===== config.mk =====
export PLATFORM = sky130hd
export DESIGN_NAME = scroll_ctrl
export DESIGN_NICKNAME = d
export VERILOG_FILES = /design/src/rtl/scroll_pkg.sv /design/src/rtl/btn_debounce.sv /design/src/rtl/scroll_ctrl.sv
export SDC_FILE = /design/constraint.sdc
export NUM_CORES = 1
export LEC_CHECK = 0
export CORE_UTILIZATION = 56
export CTS_BUF_LIST = sky130_fd_sc_hd__clkbuf_16
export DETAILED_ROUTE_END_ITERATION = 10
export GPL_TIMING_DRIVEN = 0
export PLACE_DENSITY_LB_ADDON = 0.05
export REMOVE_ABC_BUFFERS = 1
export SLEW_MARGIN = 5
export SYNTH_ARGS = -nofsm -noshare
export SYNTH_HDL_FRONTEND = slang
export SYNTH_SLANG_ARGS = --single-unit

===== constraint.sdc =====
create_clock -name clk -period 1.46 [get_ports clk]
set_input_delay 0.146 -clock clk [delete_from_list [all_inputs] [get_ports clk]]
set_output_delay 0.146 -clock clk [all_outputs]
set_load 0.02 [all_outputs]

===== src/rtl/scroll_pkg.sv =====
// scroll_pkg: shared default constants for the scroll offset path.
//   DEBOUNCE_CYCLES - clk cycles a new synced button level must persist
//   STEP            - offset increment per accepted press
//   H_ACTIVE        - offset modulus (offset stays in 0..H_ACTIVE-1)
//   OFFSET_W        - offset width
//   PEND_W          - pending-step counter width
//   REPEAT_FRAMES   - frames between auto-repeat steps (SCROLL_REPEAT_EN only)
//   PEND_MAX        - saturation value of the pending counter
package scroll_pkg;

    localparam int DEBOUNCE_CYCLES = 250000;
    localparam int STEP            = 10;
    localparam int H_ACTIVE        = 640;
    localparam int OFFSET_W        = 10;
    localparam int PEND_W          = 3;
    localparam int REPEAT_FRAMES   = 30;

    // Largest value an unsigned counter of width w can hold.
    function automatic int sat_max(input int w);
        return (1 << w) - 1;
    endfunction

    localparam int PEND_MAX = sat_max(PEND_W);

endpackage


===== src/rtl/btn_debounce.sv =====
// btn_debounce: 2-FF synchronizer followed by a hold-time debouncer.
// A new synced level is accepted only after it has persisted for
// DEBOUNCE_CYCLES consecutive clocks; any return to the accepted level
// restarts the count.
// Ports:
//   clk_i        - clock
//   rst_ni       - asynchronous active-low reset
//   button_i     - raw asynchronous button, active-high
//   btn_stable_o - debounced level (registered)
//   press_o      - one-cycle pulse in the first cycle btn_stable_o is 1
module btn_debounce
    import scroll_pkg::*;
#(
    parameter int DEBOUNCE_CYCLES = scroll_pkg::DEBOUNCE_CYCLES
) (
    input  logic clk_i,
    input  logic rst_ni,
    input  logic button_i,
    output logic btn_stable_o,
    output logic press_o
);

    localparam int CNT_W = (DEBOUNCE_CYCLES > 1) ? $clog2(DEBOUNCE_CYCLES) : 1;
    localparam logic [CNT_W-1:0] CNT_LAST = CNT_W'(DEBOUNCE_CYCLES - 1);

    logic [1:0]       sync_q;
    logic             b_s;
    logic             stable_q, stable_d;
    logic             press_q, press_d;
    logic [CNT_W-1:0] cnt_q, cnt_d;

    assign b_s = sync_q[1];

    always_comb begin
        stable_d = stable_q;
        press_d  = 1'b0;
        cnt_d    = cnt_q;
        if (b_s == stable_q) begin
            cnt_d = '0;
        end else if (cnt_q == CNT_LAST) begin
            // Level held long enough: accept it; only the rising side is an event.
            stable_d = b_s;
            press_d  = b_s;
            cnt_d    = '0;
        end else begin
            cnt_d = cnt_q + 1'b1;
        end
    end

    always_ff @(posedge clk_i or negedge rst_ni) begin
        if (!rst_ni) begin
            sync_q   <= '0;
            stable_q <= 1'b0;
            press_q  <= 1'b0;
            cnt_q    <= '0;
        end else begin
            sync_q   <= {sync_q[0], button_i};
            stable_q <= stable_d;
            press_q  <= press_d;
            cnt_q    <= cnt_d;
        end
    end

    assign btn_stable_o = stable_q;
    assign press_o      = press_q;

endmodule


===== src/rtl/scroll_ctrl.sv =====
// scroll_ctrl: turns a raw push-button into a debounced, frame-aligned
// horizontal scroll offset for the vmem `i` input. Presses are queued and
// applied one per frame at the first clk of the vsync low pulse, so a frame
// never tears.
// Optional build macro: SCROLL_REPEAT_EN - while the button is held, one
// extra press-equivalent step is queued every REPEAT_FRAMES frames.
// Ports:
//   clk        - pixel clock (same as vga_ctrl)
//   rst        - asynchronous active-low reset, release synchronised to clk
//   button     - raw asynchronous push-button, active-high
//   vsync      - vga_ctrl vsync, active-low pulse, synchronous to clk
//   offset     - scroll offset, 0..H_ACTIVE-1
//   pending    - queued steps not yet applied (saturating)
//   btn_stable - debounced button level
module scroll_ctrl
    import scroll_pkg::*;
#(
    parameter int DEBOUNCE_CYCLES = scroll_pkg::DEBOUNCE_CYCLES,
    parameter int STEP            = scroll_pkg::STEP,
    parameter int H_ACTIVE        = scroll_pkg::H_ACTIVE,
    parameter int OFFSET_W        = scroll_pkg::OFFSET_W,
`ifdef SCROLL_REPEAT_EN
    parameter int REPEAT_FRAMES   = scroll_pkg::REPEAT_FRAMES,
`endif
    parameter int PEND_W          = scroll_pkg::PEND_W
) (
    input  logic                clk,
    input  logic                rst,
    input  logic                button,
    input  logic                vsync,
    output logic [OFFSET_W-1:0] offset,
    output logic [PEND_W-1:0]   pending,
    output logic                btn_stable
);

    // Elaboration-time sanity checks.
    if (STEP >= H_ACTIVE) begin : g_bad_step
        $error("scroll_ctrl: STEP must be smaller than H_ACTIVE");
    end
    if (H_ACTIVE > (1 << OFFSET_W)) begin : g_bad_width
        $error("scroll_ctrl: H_ACTIVE does not fit in OFFSET_W bits");
    end

    localparam logic [OFFSET_W:0]   STEP_X   = (OFFSET_W + 1)'(STEP);
    localparam logic [OFFSET_W:0]   H_X      = (OFFSET_W + 1)'(H_ACTIVE);
    localparam logic [PEND_W-1:0]   PEND_TOP = PEND_W'(sat_max(PEND_W));

    // Reset asserts asynchronously, releases on a clk edge.
    logic [1:0] rst_sync_q;
    logic       rst_n_int;

    always_ff @(posedge clk or negedge rst) begin
        if (!rst) begin
            rst_sync_q <= '0;
        end else begin
            rst_sync_q <= {rst_sync_q[0], 1'b1};
        end
    end

    assign rst_n_int = rst_sync_q[1];

    logic press;

    btn_debounce #(
        .DEBOUNCE_CYCLES(DEBOUNCE_CYCLES)
    ) u_debounce (
        .clk_i       (clk),
        .rst_ni      (rst_n_int),
        .button_i    (button),
        .btn_stable_o(btn_stable),
        .press_o     (press)
    );

    logic                vsync_d_q;
    logic                tick;
    logic                inc;
    logic                dec;
    logic [OFFSET_W:0]   sum_w;
    logic [OFFSET_W-1:0] step_val;
    logic [OFFSET_W-1:0] offset_q, offset_d;
    logic [PEND_W-1:0]   pending_q, pending_d;

    // First clk of the vsync low pulse.
    assign tick = vsync_d_q & ~vsync;

`ifdef SCROLL_REPEAT_EN
    localparam int REP_W = (REPEAT_FRAMES > 1) ? $clog2(REPEAT_FRAMES) : 1;
    localparam logic [REP_W-1:0] REP_LAST = REP_W'(REPEAT_FRAMES - 1);

    logic [REP_W-1:0] rep_cnt_q, rep_cnt_d;
    logic             rep_fire;

    // Counts frames while held; restarts on the press edge so the
    // first repeat comes a full REPEAT_FRAMES after the press itself.
    always_comb begin
        rep_cnt_d = rep_cnt_q;
        rep_fire  = 1'b0;
        if (!btn_stable || press) begin
            rep_cnt_d = '0;
        end else if (tick) begin
            if (rep_cnt_q == REP_LAST) begin
                rep_cnt_d = '0;
                rep_fire  = 1'b1;
            end else begin
                rep_cnt_d = rep_cnt_q + 1'b1;
            end
        end
    end

    always_ff @(posedge clk or negedge rst_n_int) begin
        if (!rst_n_int) begin
            rep_cnt_q <= '0;
        end else begin
            rep_cnt_q <= rep_cnt_d;
        end
    end

    assign inc = press | rep_fire;
`else
    assign inc = press;
`endif

    assign dec = tick & (pending_q != '0);

    always_comb begin
        // Add at OFFSET_W+1 bits so the compare sees the true sum.
        sum_w = {1'b0, offset_q} + STEP_X;
        if (sum_w >= H_X) begin
            step_val = OFFSET_W'(sum_w - H_X);
        end else begin
            step_val = OFFSET_W'(sum_w);
        end

        offset_d = dec ? step_val : offset_q;

        // A press that coincides with an applied step leaves the count as is.
        pending_d = pending_q;
        if (inc && !dec) begin
            if (pending_q != PEND_TOP) begin
                pending_d = pending_q + 1'b1;
            end
        end else if (dec && !inc) begin
            pending_d = pending_q - 1'b1;
        end
    end

    always_ff @(posedge clk or negedge rst_n_int) begin
        if (!rst_n_int) begin
            vsync_d_q <= 1'b1;
            offset_q  <= '0;
            pending_q <= '0;
        end else begin
            vsync_d_q <= vsync;
            offset_q  <= offset_d;
            pending_q <= pending_d;
        end
    end

    assign offset  = offset_q;
    assign pending = pending_q;

endmodule


==> results of run 1 <==
==> cell usage in the layout, fill, tap and decap left out, types with 3 or more instances in the layout <==
| cell | Yosys | final |
|---|---|---|
| nor2_2 | 0 | 8 |
| xnor2_1 | 18 | 16 |
| nand2_1 | 14 | 13 |
| dlygate4sd2_1 | 0 | 10 |
| nor2_1 | 30 | 14 |
| nand4_1 | 5 | 5 |
| nor2_4 | 1 | 9 |
| inv_1 | 7 | 9 |
| buf_6 | 2 | 6 |
| clkbuf_16 | 0 | 5 |
| nand3_2 | 0 | 3 |
| nor3_1 | 3 | 3 |
| buf_4 | 1 | 22 |
| dfrtp_2 | 0 | 10 |
| nand3_1 | 13 | 10 |
| dfrtp_1 | 36 | 26 |
| a21oi_1 | 6 | 5 |
| xor2_1 | 9 | 8 |
| and3_1 | 4 | 3 |
| clkdlybuf4s50_1 | 0 | 3 |
==> through the flow <==
stage	worst slack, ns	TNS (ns)	hold slack [ns]	util	cells
2_1_floorplan	-0.817	-7.77	-0.150	-	183
3_3_place_gp	-0.902	-12.85	0.312	0.660	243
3_5_place_dp	-0.986	-14.99	0.316	0.660	243
4_1_cts	-0.578	-9.06	0.0205	0.805	272
5_1_grt	-0.741	-15.72	0.0341	0.855	281
6_report	-0.673	-13.58	0.0249	0.855	281
==> synth_stat cells, types with 3 or more instances <==
cell / number / area (µm²)
nor3_1: 3 / 15.0
inv_1: 7 / 26.3
xor2_1: 9 / 78.8
nand2_1: 14 / 52.6
dfrtp_1: 36 / 901
nor2_1: 30 / 113
ha_1: 5 / 62.6
xnor2_1: 18 / 158
nand4_1: 5 / 31.3
o21ai_0: 5 / 25.0
a21oi_1: 6 / 30.0
nand3_1: 13 / 65.1
and3_1: 4 / 25.0
==> layer usage <==
metal	up-vias	GRT usage	routed length [µm]
met2	63	0.476	2820
met4	0	0.116	209
met1	866	0.374	2200
met3	28	0.0789	278
li1	737	-	-
met5	-	0	0
==> kinds of logic (layout without fill, tap and decap cells) <==
family          after synthesis  count (layout)  share of synthesized area
other cells                   2               2                    0.00393
flops                        37              37                      0.486
buf+inv                      13              59                     0.0367
xor+xnor                     27              27                      0.124
mux                           3               3                     0.0164
compound gates               21              21                     0.0799
simple gates                 80              82                      0.210
fa+ha+maj                     6               6                     0.0433
==> state kept, by name (all words and copies together), names as in the netlist <==
signal	count
offset	9
u_debounce.btn_stable_o	1
u_debounce.press_o	1
rst_sync_q	2
u_debounce.cnt_q	18
vsync_d_q	1
pending	3
u_debounce.sync_q	2
==> power by group through the flow <==
stage	clock network [mW]	registers, mW	logic, mW
floorplan	0	1.59	0.467
global placement	0	1.46	0.967
detailed placement	0	1.49	1.01
CTS	1.02	1.46	1.32
global route	1.06	1.51	1.70
finish	1.01	1.49	1.61
==> worst max path at each step <==
stage / endpoint / slack, ns / startpoint
6_report: offset[7]$_DFFE_PN0P_ / -0.67 / offset[2]$_DFFE_PN0P_
5_1_grt: offset[8]$_DFFE_PN0P_ / -0.74 / offset[2]$_DFFE_PN0P_
3_5_place_dp: offset[7]$_DFFE_PN0P_ / -0.99 / offset[1]$_DFFE_PN0P_
4_1_cts: offset[8]$_DFFE_PN0P_ / -0.58 / offset[3]$_DFFE_PN0P_
2_1_floorplan: offset[7]$_DFFE_PN0P_ / -0.82 / offset[1]$_DFFE_PN0P_
3_3_place_gp: offset[7]$_DFFE_PN0P_ / -0.90 / offset[1]$_DFFE_PN0P_
==> layout make-up <==
cell class	count	share of cell area
Inverter	7	0.00975
Sequential cell	37	0.349
Tap cell	44	0.0204
Clock buffer	5	0.0464
Multi-Input combinational cell	141	0.430
Clock inverter	3	0.00418
Timing Repair Buffer	44	0.140
==> what timing repair did <==
action / in CTS / in global routing
pin swaps: 29 / 14
gates cloned: 2 / 0
buffers inserted: 19 / 9
resized for setup: 58 / 27
endpoints found under the setup margin: 43 / 34
==> results.json, run 1 <==
{
  "worstSkewPairLatency_ns": 0.28,
  "drc": 0,
  "avgSynthCellArea_um2": 10.1,
  "finalCritPeriodShare": 1.46,
  "overflow": 0,
  "p_leak_nw": 1.12,
  "vias_per_cell": 6.03,
  "die_h_um": 60.4,
  "slew_headroom": 0.202,
  "clockPowerShare": 0.247,
  "seq_power_share": 0.362,
  "slew_viol_final": 0,
  "clk_path_buf_depth": 2,
  "grt_setup_unrepaired": "yes",
  "p_sw_mw": 1.55,
  "cp_max_fo": 5,
  "drt_pass1_iterations": 4,
  "grt_use_total": 0.293,
  "routed_wl_mm": 5.50,
  "p_per_area_mw_per_mm2": 1520,
  "tightest_slew_ns": 1.19,
  "hpwl_mm": 2.50,
  "timing.critical_path.cells": "a21oi_4 -> and3b_2 -> xnor2_2 -> ha_2 -> nand3_2 -> o21ai_2 -> a32oi_1 -> xnor2_1 -> o21ai_1",
  "post_dp_cell_area_mm2": 0.00208,
  "cts_max_level": 2,
  "ys_warn_count": 0,
  "period_needed_ns": 2.13,
  "ios": 18,
  "antenna_found_initial": 0,
  "ir_worst_vdd_mv": 1.32,
  "power_mw": 4.11,
  "end_kind": "register",
  "final-setup-viol-count": 30,
  "ys.flop_type": "dfrtp_1",
  "seq_area_um2": 940,
  "nFillCells": 164,
  "cap_violations": 0,
  "status": "finished, violations left",
  "slowest_stage": "dfrtp_2",
  "grt_pass1_vias": 1614,
  "synth_cells": 189,
  "hold_violations": 0,
  "critPathKind": "reg2reg",
  "ys_async_sr_fraction": 1.00,
  "vias": 1694,
  "cts_tree": "yes",
  "cts_root_buffer": "clkbuf_16",
  "timing.final.ws_setup_ns": -0.673,
  "critPathBufInv": 0,
  "ys_seq_area_frac": 0.486,
  "ys_ff_latch": 37,
  "r2r-start": "offset[2]$_DFFE_PN0P_",
  "fp.coreArea_mm2": 0.00315,
  "finish.net_count": 246,
  "sw_frac_of_total": 0.377,
  "crit_path_start_kind": "register",
  "fin_skew_ns": 0.00494,
  "critPathTopFamily": "compound AO/OA/AOI/OAI gates",
  "violations": "setup timing",
  "synthesis.area_mm2": 0.00191,
  "die_area_mm2": 0.00365,
  "clock-sinks": 37,
  "yosysUniqueCellTypes": 43,
  "start_util": 0.606,
  "regToRegSetupSlack_ns": -0.67,
  "grt_pass1_wl_mm": 7.67,
  "comb_power_share": 0.391,
  "design_area_mm2": 0.00270,
  "die_w_um": 60.4,
  "r2r_end": "offset[7]$_DFFE_PN0P_",
  "multi_input_area_mm2": 0.00116,
  "synth_edf_count": 0,
  "hold_path.class": "in2async",
  "r2r_cells": 9,
  "critical_path_required_ns": 1.62,
  "drtAntennaViolNets": 0,
  "drt_iter0_drc": 124,
  "cpPeakStageDelay_ns": 0.46,
  "wire_per_inst_um": 19.6,
  "p_int_mw": 2.56,
  "n_antenna_cell": 0,
  "rows": 20,
  "routabilityCongestion": 0.757,
  "grt_max_degree": 36,
  "clk_pin_slew_ns": 0.06,
  "cp.arrival_ns": 2.29,
  "cts_hold_buf": 0,
  "layout-drive-gt1-share": 0.371,
  "timing.fmax_mhz": 469,
  "cts_inserted_buffers": 5,
  "crit_cells": 9,
  "portBuffers": 16,
  "area_growth_pct": 41.2
}
Note: power is estimated with default switching activity, not from simulation.
==> inputs of run 2 (changes only) <==
MAX_ROUTING_LAYER = met4   (was not set)
==> results.json, run 2 (same netlist as run 1, synthesis figures left out) <==
{
  "rows": 20,
  "cap_violations": 0,
  "grt_setup_unrepaired": "yes",
  "top_register": "u_debounce.cnt_q",
  "timing.critical_path.cells": "o311a_4 -> nor2_4 -> inv_2 -> fa_2 -> nor3_1 -> a21oi_1 -> nor2_1 -> a221oi_1",
  "finalSetupTns_ns": -12.99,
  "p_leak_nw": 1.13,
  "n_antenna_cell": 0,
  "slowest_stage": "dfrtp_2",
  "fp.coreArea_mm2": 0.00315,
  "die_w_um": 60.4,
  "r2r-start": "pending[1]$_DFFE_PN0P_",
  "clk_pin_slew_ns": 0.06,
  "drtAntennaViolNets": 0,
  "cts_tree": "yes",
  "worstSkewPairLatency_ns": 0.28,
  "grt_use_total": 0.302,
  "drc": 0,
  "die_h_um": 60.4,
  "cpPeakStageDelay_ns": 0.43,
  "antenna_found_initial": 0,
  "slew_viol_final": 0,
  "critPathKind": "reg2reg",
  "p_per_area_mw_per_mm2": 1530,
  "finalCritPeriodShare": 1.45,
  "grt_pass1_wl_mm": 7.65,
  "top_layer": "met4",
  "routed_wl_mm": 5.84,
  "wire_per_inst_um": 20.6,
  "hold_path.class": "in2async",
  "r2r_cells": 8,
  "timing.final.ws_setup_ns": -0.652,
  "violations": "setup timing",
  "dpl_worst_slack_ns": -0.986,
  "fin_skew_ns": 0.00666,
  "layout_commonest_cell": "dfrtp_1",
  "vias": 1713,
  "cts_root_buffer": "clkbuf_16",
  "slew_headroom": 0.220,
  "cts_hold_buf": 0,
  "cts_max_level": 2,
  "drt_pass1_iterations": 4,
  "timing.fmax_mhz": 474,
  "critical_path_required_ns": 1.61,
  "layout_common_cells": "dfrtp_1, buf_4, xnor2_1, nor2_1, nand2_1",
  "portBuffers": 16,
  "finish.net_count": 248,
  "drt_iter0_drc": 139,
  "ir_worst_vdd_mv": 1.50,
  "r2r_end": "pending[2]$_DFFE_PN0P_",
  "grt_max_degree": 36,
  "hold_violations": 0,
  "area_growth_pct": 41.9,
  "cts_inserted_buffers": 5,
  "tightest_slew_ns": 1.17,
  "hpwl_mm": 2.50,
  "layout-drive-gt1-share": 0.385,
  "routed-wl-met3_um": 378,
  "clk_path_buf_depth": 2,
  "start_util": 0.606,
  "clock-sinks": 37,
  "overflow": 0,
  "cp.arrival_ns": 2.26,
  "vias_per_cell": 6.05,
  "crit_path_start_kind": "register",
  "wl_met2_mm": 2.94,
  "end_kind": "register",
  "drt-met1-wl_mm": 2.26,
  "final-setup-viol-count": 32,
  "status": "finished, violations left",
  "regToRegSetupSlack_ns": -0.65,
  "grt_pass1_vias": 1621,
  "period_needed_ns": 2.11,
  "die_area_mm2": 0.00365,
  "routabilityCongestion": 0.767,
  "largest_reg_flops": 18,
  "cp_max_fo": 4,
  "ios": 18
}
run 2: stage by stage:
| step | power [mW] | hold slack, ns | util | cell area (µm²) | std cells |
|---|---|---|---|---|---|
| after floorplan | 2.06 | -0.150 | - | 1870 | 183 |
| after detailed placement | 2.49 | 0.316 | 0.660 | 2080 | 243 |
| after global routing | 4.28 | 0.0292 | 0.859 | 2710 | 283 |
| after CTS | 3.79 | 0.0205 | 0.805 | 2540 | 272 |
| after global placement | 2.43 | 0.312 | 0.660 | 2080 | 243 |
| final | 4.13 | 0.0204 | 0.859 | 2710 | 283 |
run 2: layout make-up:
type	count	area [µm²]
timing repair buffer	46	392
clock buffer	5	125
fill	157	444
sequential	37	940
inverter	7	26.3
multi-input combinational	141	1160
clock inverter	3	11.3
tap	44	55.1
run 2: report_power, final:
part	internal, mW	switching [mW]
logic	0.744	0.880
clock network	0.613	0.399
registers	1.20	0.293
total	2.56	1.57
run 2: critical path, delay by kind of cell, from the launching register on:
family                     cells  cell delay, ns
AOI/OAI and AO/OA              3            0.57
and+or+nand+nor                3            0.50
DFF                            1            0.43
adders and majority gates      1            0.43
buffers and inverters          1            0.06
run 2: how the worst max path moves through the flow:
stage,slack (ns),start,end,cells past startpoint
floorplan,-0.82,offset[1]$_DFFE_PN0P_,offset[7]$_DFFE_PN0P_,10
global placement,-0.90,offset[1]$_DFFE_PN0P_,offset[7]$_DFFE_PN0P_,10
detailed placement,-0.99,offset[1]$_DFFE_PN0P_,offset[7]$_DFFE_PN0P_,10
CTS,-0.58,offset[3]$_DFFE_PN0P_,offset[8]$_DFFE_PN0P_,10
global route,-0.71,offset[2]$_DFFE_PN0P_,offset[8]$_DFFE_PN0P_,10
finish,-0.65,pending[1]$_DFFE_PN0P_,pending[2]$_DFFE_PN0P_,8
run 2: timing repair:
action                                  4_1_cts  5_1_grt
buffers inserted                             19       11
cloned                                        2        0
pin swaps                                    29       19
endpoints found under the setup margin       43       34
gates resized for setup                      58       30
run 2: layer usage:
| layer | up-vias | global-route usage |
|---|---|---|
| met1 | 854 | 0.370 |
| met3 | 28 | 0.0789 |
| met2 | 91 | 0.476 |
| met4 | 0 | 0.120 |
| met5 | - | - |
| li1 | 740 | - |
